File: src/rtl/decode_stage.sv
// RV32I decode stage: one registered entry between fetch and execute, with
// valid/ready on both sides, flush, and pass-through of illegal encodings.
module decode_stage #(
    parameter int XLEN = 32
) (
    input  logic            clk,
    input  logic            rst,
    input  logic            in_valid,
    output logic            in_ready,
    input  logic [XLEN-1:0] in_instr,
    input  logic [XLEN-1:0] in_pc,
    input  logic            flush,
    output logic            out_valid,
    input  logic            out_ready,
    output logic [XLEN-1:0] out_pc,
    output logic [4:0]      out_rs1,
    output logic [4:0]      out_rs2,
    output logic [4:0]      out_rd,
    output logic [XLEN-1:0] out_imm,
    output logic [2:0]      out_funct3,
    output logic            out_funct7,
    output logic [1:0]      out_op_sel,
    output logic            out_jal_r,
    output logic            out_lui,
    output logic            out_auipc,
    output logic            out_load,
    output logic            out_store,
    output logic            out_branch,
    output logic            out_reg_we,
    output logic            out_illegal
);

    localparam logic [6:0] OPC_LUI    = 7'b0110111;
    localparam logic [6:0] OPC_AUIPC  = 7'b0010111;
    localparam logic [6:0] OPC_JAL    = 7'b1101111;
    localparam logic [6:0] OPC_JALR   = 7'b1100111;
    localparam logic [6:0] OPC_BRANCH = 7'b1100011;
    localparam logic [6:0] OPC_LOAD   = 7'b0000011;
    localparam logic [6:0] OPC_STORE  = 7'b0100011;
    localparam logic [6:0] OPC_OPIMM  = 7'b0010011;
    localparam logic [6:0] OPC_OP     = 7'b0110011;
    localparam logic [6:0] OPC_FENCE  = 7'b0001111;

    logic [6:0] opcode;
    logic [2:0] funct3;
    logic [6:0] funct7_field;
    logic [4:0] rd;

    assign opcode       = in_instr[6:0];
    assign funct3       = in_instr[14:12];
    assign funct7_field = in_instr[31:25];
    assign rd           = in_instr[11:7];

    logic [XLEN-1:0] imm_i, imm_s, imm_b, imm_u, imm_j;

    assign imm_i = {{20{in_instr[31]}}, in_instr[31:20]};
    assign imm_s = {{20{in_instr[31]}}, in_instr[31:25], in_instr[11:7]};
    assign imm_b = {{19{in_instr[31]}}, in_instr[31], in_instr[7],
                    in_instr[30:25], in_instr[11:8], 1'b0};
    assign imm_u = {in_instr[31:12], 12'b0};
    assign imm_j = {{11{in_instr[31]}}, in_instr[31], in_instr[19:12],
                    in_instr[20], in_instr[30:21], 1'b0};

    logic [XLEN-1:0] d_imm;
    logic [1:0]      d_op_sel;
    logic            d_funct7, d_jal_r, d_lui, d_auipc, d_load, d_store;
    logic            d_branch, d_reg_we, d_legal;

    always_comb begin
        d_imm    = '0;
        d_op_sel = 2'b00;
        d_funct7 = 1'b0;
        d_jal_r  = 1'b0;
        d_lui    = 1'b0;
        d_auipc  = 1'b0;
        d_load   = 1'b0;
        d_store  = 1'b0;
        d_branch = 1'b0;
        d_reg_we = 1'b0;
        d_legal  = 1'b0;
        case (opcode)
            OPC_LUI: begin
                d_legal = 1'b1; d_lui = 1'b1; d_op_sel = 2'b10;
                d_reg_we = 1'b1; d_imm = imm_u;
            end
            OPC_AUIPC: begin
                d_legal = 1'b1; d_auipc = 1'b1; d_op_sel = 2'b11;
                d_reg_we = 1'b1; d_imm = imm_u;
            end
            OPC_JAL: begin
                d_legal = 1'b1; d_jal_r = 1'b1; d_op_sel = 2'b11;
                d_reg_we = 1'b1; d_imm = imm_j;
            end
            OPC_JALR: begin
                d_legal = (funct3 == 3'b000); d_jal_r = 1'b1; d_op_sel = 2'b10;
                d_reg_we = 1'b1; d_imm = imm_i;
            end
            OPC_BRANCH: begin
                d_legal = (funct3 != 3'b010) && (funct3 != 3'b011);
                d_branch = 1'b1; d_imm = imm_b;
            end
            OPC_LOAD: begin
                d_legal = (funct3 != 3'b011) && (funct3 != 3'b110) && (funct3 != 3'b111);
                d_load = 1'b1; d_op_sel = 2'b10; d_reg_we = 1'b1; d_imm = imm_i;
            end
            OPC_STORE: begin
                d_legal = (funct3[2] == 1'b0) && (funct3[1:0] != 2'b11);
                d_store = 1'b1; d_op_sel = 2'b10; d_imm = imm_s;
            end
            OPC_OPIMM: begin
                d_op_sel = 2'b10; d_reg_we = 1'b1; d_imm = imm_i;
                if (funct3 == 3'b001) begin
                    d_legal = (funct7_field == 7'b0000000);
                end else if (funct3 == 3'b101) begin
                    d_legal  = ({funct7_field[6], funct7_field[4:0]} == 6'b0);
                    d_funct7 = in_instr[30];
                end else begin
                    d_legal = 1'b1;
                end
            end
            OPC_OP: begin
                d_reg_we = 1'b1; d_funct7 = in_instr[30];
                d_legal  = (funct7_field == 7'b0000000) ||
                           ((funct7_field == 7'b0100000) &&
                            ((funct3 == 3'b000) || (funct3 == 3'b101)));
            end
            OPC_FENCE: begin
                d_legal = 1'b1; d_imm = imm_i;
            end
            default: d_legal = 1'b0;
        endcase
        // Illegal words travel on to execute, but must not trigger any ALU/memory action
        if (!d_legal) begin
            d_op_sel = 2'b00;
            d_funct7 = 1'b0;
            d_jal_r  = 1'b0;
            d_lui    = 1'b0;
            d_auipc  = 1'b0;
            d_load   = 1'b0;
            d_store  = 1'b0;
            d_branch = 1'b0;
            d_reg_we = 1'b0;
        end
        if (rd == 5'd0) d_reg_we = 1'b0;
    end

    assign in_ready = !out_valid || out_ready;

    // Flush beats both the incoming transfer and the drain; other fields may go stale
    always_ff @(posedge clk or posedge rst) begin
        if (rst) begin
            out_valid   <= 1'b0;
            out_pc      <= '0;
            out_rs1     <= '0;
            out_rs2     <= '0;
            out_rd      <= '0;
            out_imm     <= '0;
            out_funct3  <= '0;
            out_funct7  <= 1'b0;
            out_op_sel  <= '0;
            out_jal_r   <= 1'b0;
            out_lui     <= 1'b0;
            out_auipc   <= 1'b0;
            out_load    <= 1'b0;
            out_store   <= 1'b0;
            out_branch  <= 1'b0;
            out_reg_we  <= 1'b0;
            out_illegal <= 1'b0;
        end else if (flush) begin
            out_valid <= 1'b0;
        end else if (in_valid && in_ready) begin
            out_valid   <= 1'b1;
            out_pc      <= in_pc;
            out_rs1     <= in_instr[19:15];
            out_rs2     <= in_instr[24:20];
            out_rd      <= rd;
            out_imm     <= d_imm;
            out_funct3  <= funct3;
            out_funct7  <= d_funct7;
            out_op_sel  <= d_op_sel;
            out_jal_r   <= d_jal_r;
            out_lui     <= d_lui;
            out_auipc   <= d_auipc;
            out_load    <= d_load;
            out_store   <= d_store;
            out_branch  <= d_branch;
            out_reg_we  <= d_reg_we;
            out_illegal <= !d_legal;
        end else if (out_ready) begin
            out_valid <= 1'b0;
        end
    end

endmodule

File: config.mk
export PLATFORM = sky130hd
export DESIGN_NAME = decode_stage
export DESIGN_NICKNAME = d
export VERILOG_FILES = /design/src/rtl/decode_stage.sv
export SDC_FILE = /design/constraint.sdc
export NUM_CORES = 1
export LEC_CHECK = 0
export ABC_CLOCK_PERIOD_IN_PS = 8100
export CORE_UTILIZATION = 27
export DETAILED_ROUTE_END_ITERATION = 6
export PLACE_DENSITY = 0.55
export SETUP_SLACK_MARGIN = 0.3
export SYNTH_ARGS = -nofsm -noshare
export SYNTH_HDL_FRONTEND = slang
export SYNTH_SLANG_ARGS = --single-unit
File: constraint.sdc
create_clock -name clk -period 8.1 [get_ports clk]
set_input_delay 0.81 -clock clk [delete_from_list [all_inputs] [get_ports clk]]
set_output_delay 0.81 -clock clk [all_outputs]
set_load 0.02 [all_outputs]
* Word-level counts from Yosys, hierarchy flattened
Cells that the tools add are included.
** Word-level totals
- Register bits :: 94
- Bits of input ports :: 69
- Output and inout bits :: 95
- Word-level logic and storage cells :: 89
** Operators by class
- Equal/unequal tests :: 18
- Mux-type cells :: 28
- Bitwise logic cells :: 2
- Reductions and logical operators :: 24
** Operators with widths (number)
- $pmux 32 s5 :: 1
- $eq 7x6->1 const B :: 4
- $mux 1 :: 23
- $eq 7x7->1 const B :: 3
- $eq 7x5->1 const B :: 2
- $reduce_or 4->1 :: 2
- $eq 7x2->1 const B :: 1
- $eq 7x4->1 const B :: 1
- $logic_not 7->1 :: 1
- $pmux 1 s7 :: 1
- $reduce_or 7->1 :: 1
- $logic_and 1x1->1 :: 6
- $logic_not 6->1 :: 1
- $ne 3x2->1 const B :: 2
- $ne 3x3->1 const B :: 2
- $reduce_or 2->1 :: 3
- $logic_not 5->1 :: 1
- $reduce_or 5->1 :: 1
- $pmux 2 s2 :: 1
- $eq 3x1->1 const B :: 1
- $eq 3x3->1 const B :: 1
- $logic_not 3->1 :: 1
- $logic_or 1x1->1 :: 3
- $reduce_bool 3->1 :: 1
- other kinds (6) :: 8

* Logic depth before layout (Yosys ltp)
- Depth after elaboration :: 7
- Mapped depth :: 8

* Worst setup path after synthesis
No wires, ideal clock.
- Path kind :: input -> register
- Start point :: input port in_instr[31]
- End point :: register out_illegal
- Arrival :: 2259 ps
- Slack :: 5716 ps
- Cell stages on the path :: 6
- Cell sequence :: or4_1 > nor3_2 > o21ai_1 > a311oi_2 > a2111oi_4 > mux2_2
** On the way
- Cells in the longest elaborated chain, start to end :: 5
** RTL lines
- start: declaration :: line 10 : input logic [XLEN-1:0] in_instr,
- $logic_not 6->1 / $eq 7x6->1 (equally long branches) :: line 115, 124
- $mux 1 / $logic_and 1x1->1 (equally long branches) :: line 114, 124
- $mux 1 / $logic_or 1x1->1 (equally long branches) :: line 112, 123
- $pmux 1 s7 * :: line 81 : case (opcode)
- $logic_not 1->1 * :: line 188 : out_illegal <= !d_legal;
- end signal: assignment :: line 188
- end: declaration :: line 30 : output logic out_illegal
Every way passes the cells marked *; elsewhere a longest branch is shown, timed or not.
A chain may end at the register's enable or synchronous reset.

* Final worst setup path
- Start point :: input port in_instr[2]
- End point :: register out_imm[30]
** On the way
- Cells in the longest elaborated chain, start to end :: 3
** RTL lines
- $eq 7x5->1 (tied with other cells) :: line 81
- $reduce_or 4->1 (no line) / $reduce_or 2->1 (equally long branches)
- $pmux 32 s5 * :: line 81
- end signal: assignment :: line 177 : out_imm <= d_imm;
- end: declaration :: line 19 : output logic [XLEN-1:0] out_imm,
Marked as above.

==> results <==
- The tool flagged a number of max-cap violations equal to 0.
- Of the total synthesized cell area, the portion taken by XOR and XNOR cells is less than 1%.
- In this run the cell area of the synthesized design comes to between 4000 and 5000 µm².
- The region available for standard cell placement spans 14600 µm².
- The clock period could shrink to approximately 3100 ps.
- The clock latency reported for the late side of the worst-skew pair is around 350 ps.
- Relative to the synthesized area, the layout overhead comes to 51.6%.
- The post-synth net total is 521.
- The launch point of the worst hold path is out_rs1[3].
- The worst hold path passes through 2 cells.
- Entering global routing, the biggest net connects 93 pins.
- The average instance area after synthesis is ~9.0 µm².
- The logic depth of the worst setup path including buffers is 7.
- The area share of the largest cell type after synthesis is between 50% and 60%.
- Setup repair after global routing left no endpoint under its margin.
- By count the netlist is led by sky130_fd_sc_hd__nand2_1, sky130_fd_sc_hd__dfrtp_1, sky130_fd_sc_hd__nor2_1, sky130_fd_sc_hd__nand3_1, sky130_fd_sc_hd__o21ai_0.
- The adder-cell share of the synthesized area is 0%.
- The clock buffer count from CTS is 9.
- The total track usage is between 10% and 20%.
- At the end of the flow, the number of nets in the layout was between 600 and 700.
- The via count of the first global-routing pass is ~3800.
- The horizontal extent of the die is 125 µm.
- The total placed instance area is between 5000 and 6000 µm².
- Clock-pin slew was measured on the worst setup and hold paths at approximately 70 ps.
- Setup violations remaining at the end of the flow were counted as 0.
- Static timing analysis puts the maximum clock frequency at ~0.32 GHz.
- After synthesis, the cell types taking the most area are sky130_fd_sc_hd__dfrtp_1, sky130_fd_sc_hd__nand2_1, sky130_fd_sc_hd__nor2_1, sky130_fd_sc_hd__nand3_1, sky130_fd_sc_hd__o21ai_0.
- The largest clock skew in the final design is between 4 and 5 ps.
- The most used flip-flop cell after synthesis is sky130_fd_sc_hd__dfrtp_1.
- The total congestion overflow is 0.
- The post-route fraction of the period consumed by the critical path is slightly below 40%.
- Data on the critical path is required at its endpoint by between 8000 and 9000 ps.
- The finished cells cover around 6000 µm².
- The clock passes through at most 2 buffers.
- For this design the ratio of total power to cell area is 216 nW/µm².
- The mean routed wirelength per cell is around 16 µm.
- After detailed routing, the number of remaining DRC violations is 0.
- The static leakage is about 0.0028 µW.
- The total inserted antenna cells is 0.
- Counting flops with an async set or reset pin after synthesis yields a share of between 90% and 100%.
- The setup slack of the worst register-to-register path is 5780 ps.
- During synthesis, Yosys emitted a total of 0 warnings.
- The final hold violation count is 0.
- The standard cell with the maximum stage delay on the critical path is sky130_fd_sc_hd__clkdlybuf4s50_1.
- about 160 I/O pins were placed.
- The number of antenna violations at the first check in global routing is 0.
- The relative slew slack is 38.3%.
- Summing the areas of all compound-gate instances in the mapped netlist gives 11.1% of the synthesized area.
- The fraction of layout cells with a size suffix above 1 is a little over 5%.
- The reg-to-reg critical path endpoint is out_imm[30].
- The area fraction in and, or, nand and nor cells after synthesis is about a quarter.
- The largest area contributor in the synthesized netlist is sky130_fd_sc_hd__dfrtp_1.
- The H-tree was split into 3 levels.
- STA classifies the critical path endpoint as a register.
- Together, buffers and inverters on the worst path number 1.
- The final count of pins violating max slew is 0.
- The fraction of synthesized area in multiplexers is less than 1%.
- The floorplan has 44 rows.
- Sequential elements use between 50 and 60% of the synthesized area.
- The largest fanout on the critical path is 15.
- Yosys instantiated no cell more often than sky130_fd_sc_hd__nand2_1.
- The number of enable-type register cells in the synthesized netlist is 0.
- The cell count after synthesis is approximately 450.
- The number of gates resized after CTS was 0.
- The CTS tree is built.
- The synthesized flop and latch total is 94.
- Measured in cells, the most critical reg-to-reg path has a length of 6.
- At the pin with the least slew margin, the transition time is roughly 930 ps.
- The number of hold buffers added after CTS is 0.
- The run finished with clean final reports.
- Clock tree synthesis selected as its root buffer the cell sky130_fd_sc_hd__clkbuf_16.
- Dividing the detail-routed via count by the number of cells gives approximately 4.7.
- The number of distinct library cells after synthesis is 45.
- For this run, the detailed router's first-pass iteration total came to 4.
- The critical path is of the input port to register type.
- The total wire length after detailed routing is approximately 12000 µm.
- The critical path goes through clkdlybuf4s50_1 > nor2_1 > o21ai_0 > a21oi_1 > o21a_1 > nand2_1 > o311ai_0.
- The launching element type of the critical path is an input port.
- The worst hold path terminates at out_rs1[3].
- The setup fix buffers added after clock tree synthesis is 0.
- Measured along the y axis, the die boundary spans ~120 µm.
- By area, the combinational part of the netlist is dominated by simple AND/OR/NAND/NOR gates.
- Data on the critical path arrives at its endpoint at 3380 ps.
- The path class of the tightest hold or removal check is register to register.
- The setup TNS is 0 ps.
- Input and output buffers added on the ports amount to around 160.
- The overall via count from detail_route is between 3000 and 4000.
- The cell family with the largest share of critical-path delay is compound AO/OA/AOI/OAI gates.
- The initial core utilization is between 20% and 30%.
- The floorplan step defined a die boundary enclosing 15500 µm².
- Routability-driven placement finished with a final weighted congestion of approximately 0.8.
- The detailed placement HPWL is ~8600 µm.
- The iteration-0 DRC count of the detailed router is 200.
- Across the VDD grid, the largest voltage drop is 113 µV.
- For this design, the sink count on the clock tree is 94.
- On the worst path, the slowest cell contributes a delay of 700 ps.
- The first global-routing pass estimated about 20000 µm of wire.
- The origin of the critical flop-to-flop path is out_valid.
- The number of nets still failing antenna checks after routing is 0.
-- where the power goes --
part	internal [µW]	total, µW	switching [µW]
Sequential	519	545	26.6
Combinational	140	300	160
Clock	301	483	181
-- layer usage --
layer	part of all wire [%]	wire [µm]	vias to the layer above	global-route usage (%)
met5	0	0	-	0
met4	0.92	113	0	3.83
met3	8.9	1090	13	7.00
met2	45	5560	141	26.0
met1	45	5500	1788	21.0
li1	-	-	1795	-
-- stage by stage --
| step | hold WS [ps] | util [%] | std cells | worst slack, ps | power [µW] |
|---|---|---|---|---|---|
| floorplan | 580 | - | 452 | 4840 | 692 |
| global placement | 458 | 39.9 | 775 | 4840 | 853 |
| detailed placement | 463 | 39.9 | 775 | 4690 | 857 |
| CTS | 479 | 42.2 | 791 | 5070 | 1350 |
| global route | 500 | 42.2 | 791 | 4820 | 1390 |
| finish | 475 | 42.2 | 791 | 4960 | 1330 |
-- registers in the layout, summed over array words and instances (netlist names), 2 cells and up --
name        cells
out_pc         32
out_rs1         5
out_imm        32
out_funct3      3
out_rs2         5
out_op_sel      2
out_rd          5
-- area by class of cell --
| class | count | area, µm² |
|---|---|---|
| Fill cell | 1451 | 8430 |
| Tap cell | 184 | 230 |
| Clock inverter | 6 | 110 |
| Sequential cell | 94 | 2350 |
| Multi-Input combinational cell | 327 | 1560 |
| Clock buffer | 10 | 229 |
| Timing Repair Buffer | 166 | 1650 |
| Inverter | 4 | 17.5 |
-- worst max path at each step --
stage,start,endpoint
finish,in_instr[2],out_imm[30]
global route,in_instr[3],out_imm[30]
CTS,in_instr[5],out_imm[30]
detailed placement,in_instr[5],out_imm[30]
global placement,in_instr[2],out_imm[30]
floorplan,rst,out_auipc
-- cells in the final DEF (no fill, tap or decap), drive strengths merged, types with 2 or more instances in the layout --
master         count
a21oi             14
a2111oi            2
o21ai             17
nor2b              2
o211ai             5
clkdlybuf4s50    163
a221oi             5
dfrtp             94
or4                2
or2                2
o31ai              3
mux2               2
clkbuf            10
clkinvlp           2
nand2            194
nand3b             2
nor3               3
nand4              2
inv                4
o311ai             2
bufinv             3
buf                3
nand3             16
a22o               6
nor2              31
-- worst min-delay path: cells and delay by family, from the launching register on --
kind | cells | cell delay [ps]
and+or+nand+nor | 2 | 100
DFF | 1 | 340
-- logic make-up after synthesis --
kind of cell,after synthesis
compound gates,62
xor+xnor,1
buf+inv,31
flops,94
mux,2
simple gates,262
Power figures use the tool's default switching activity.
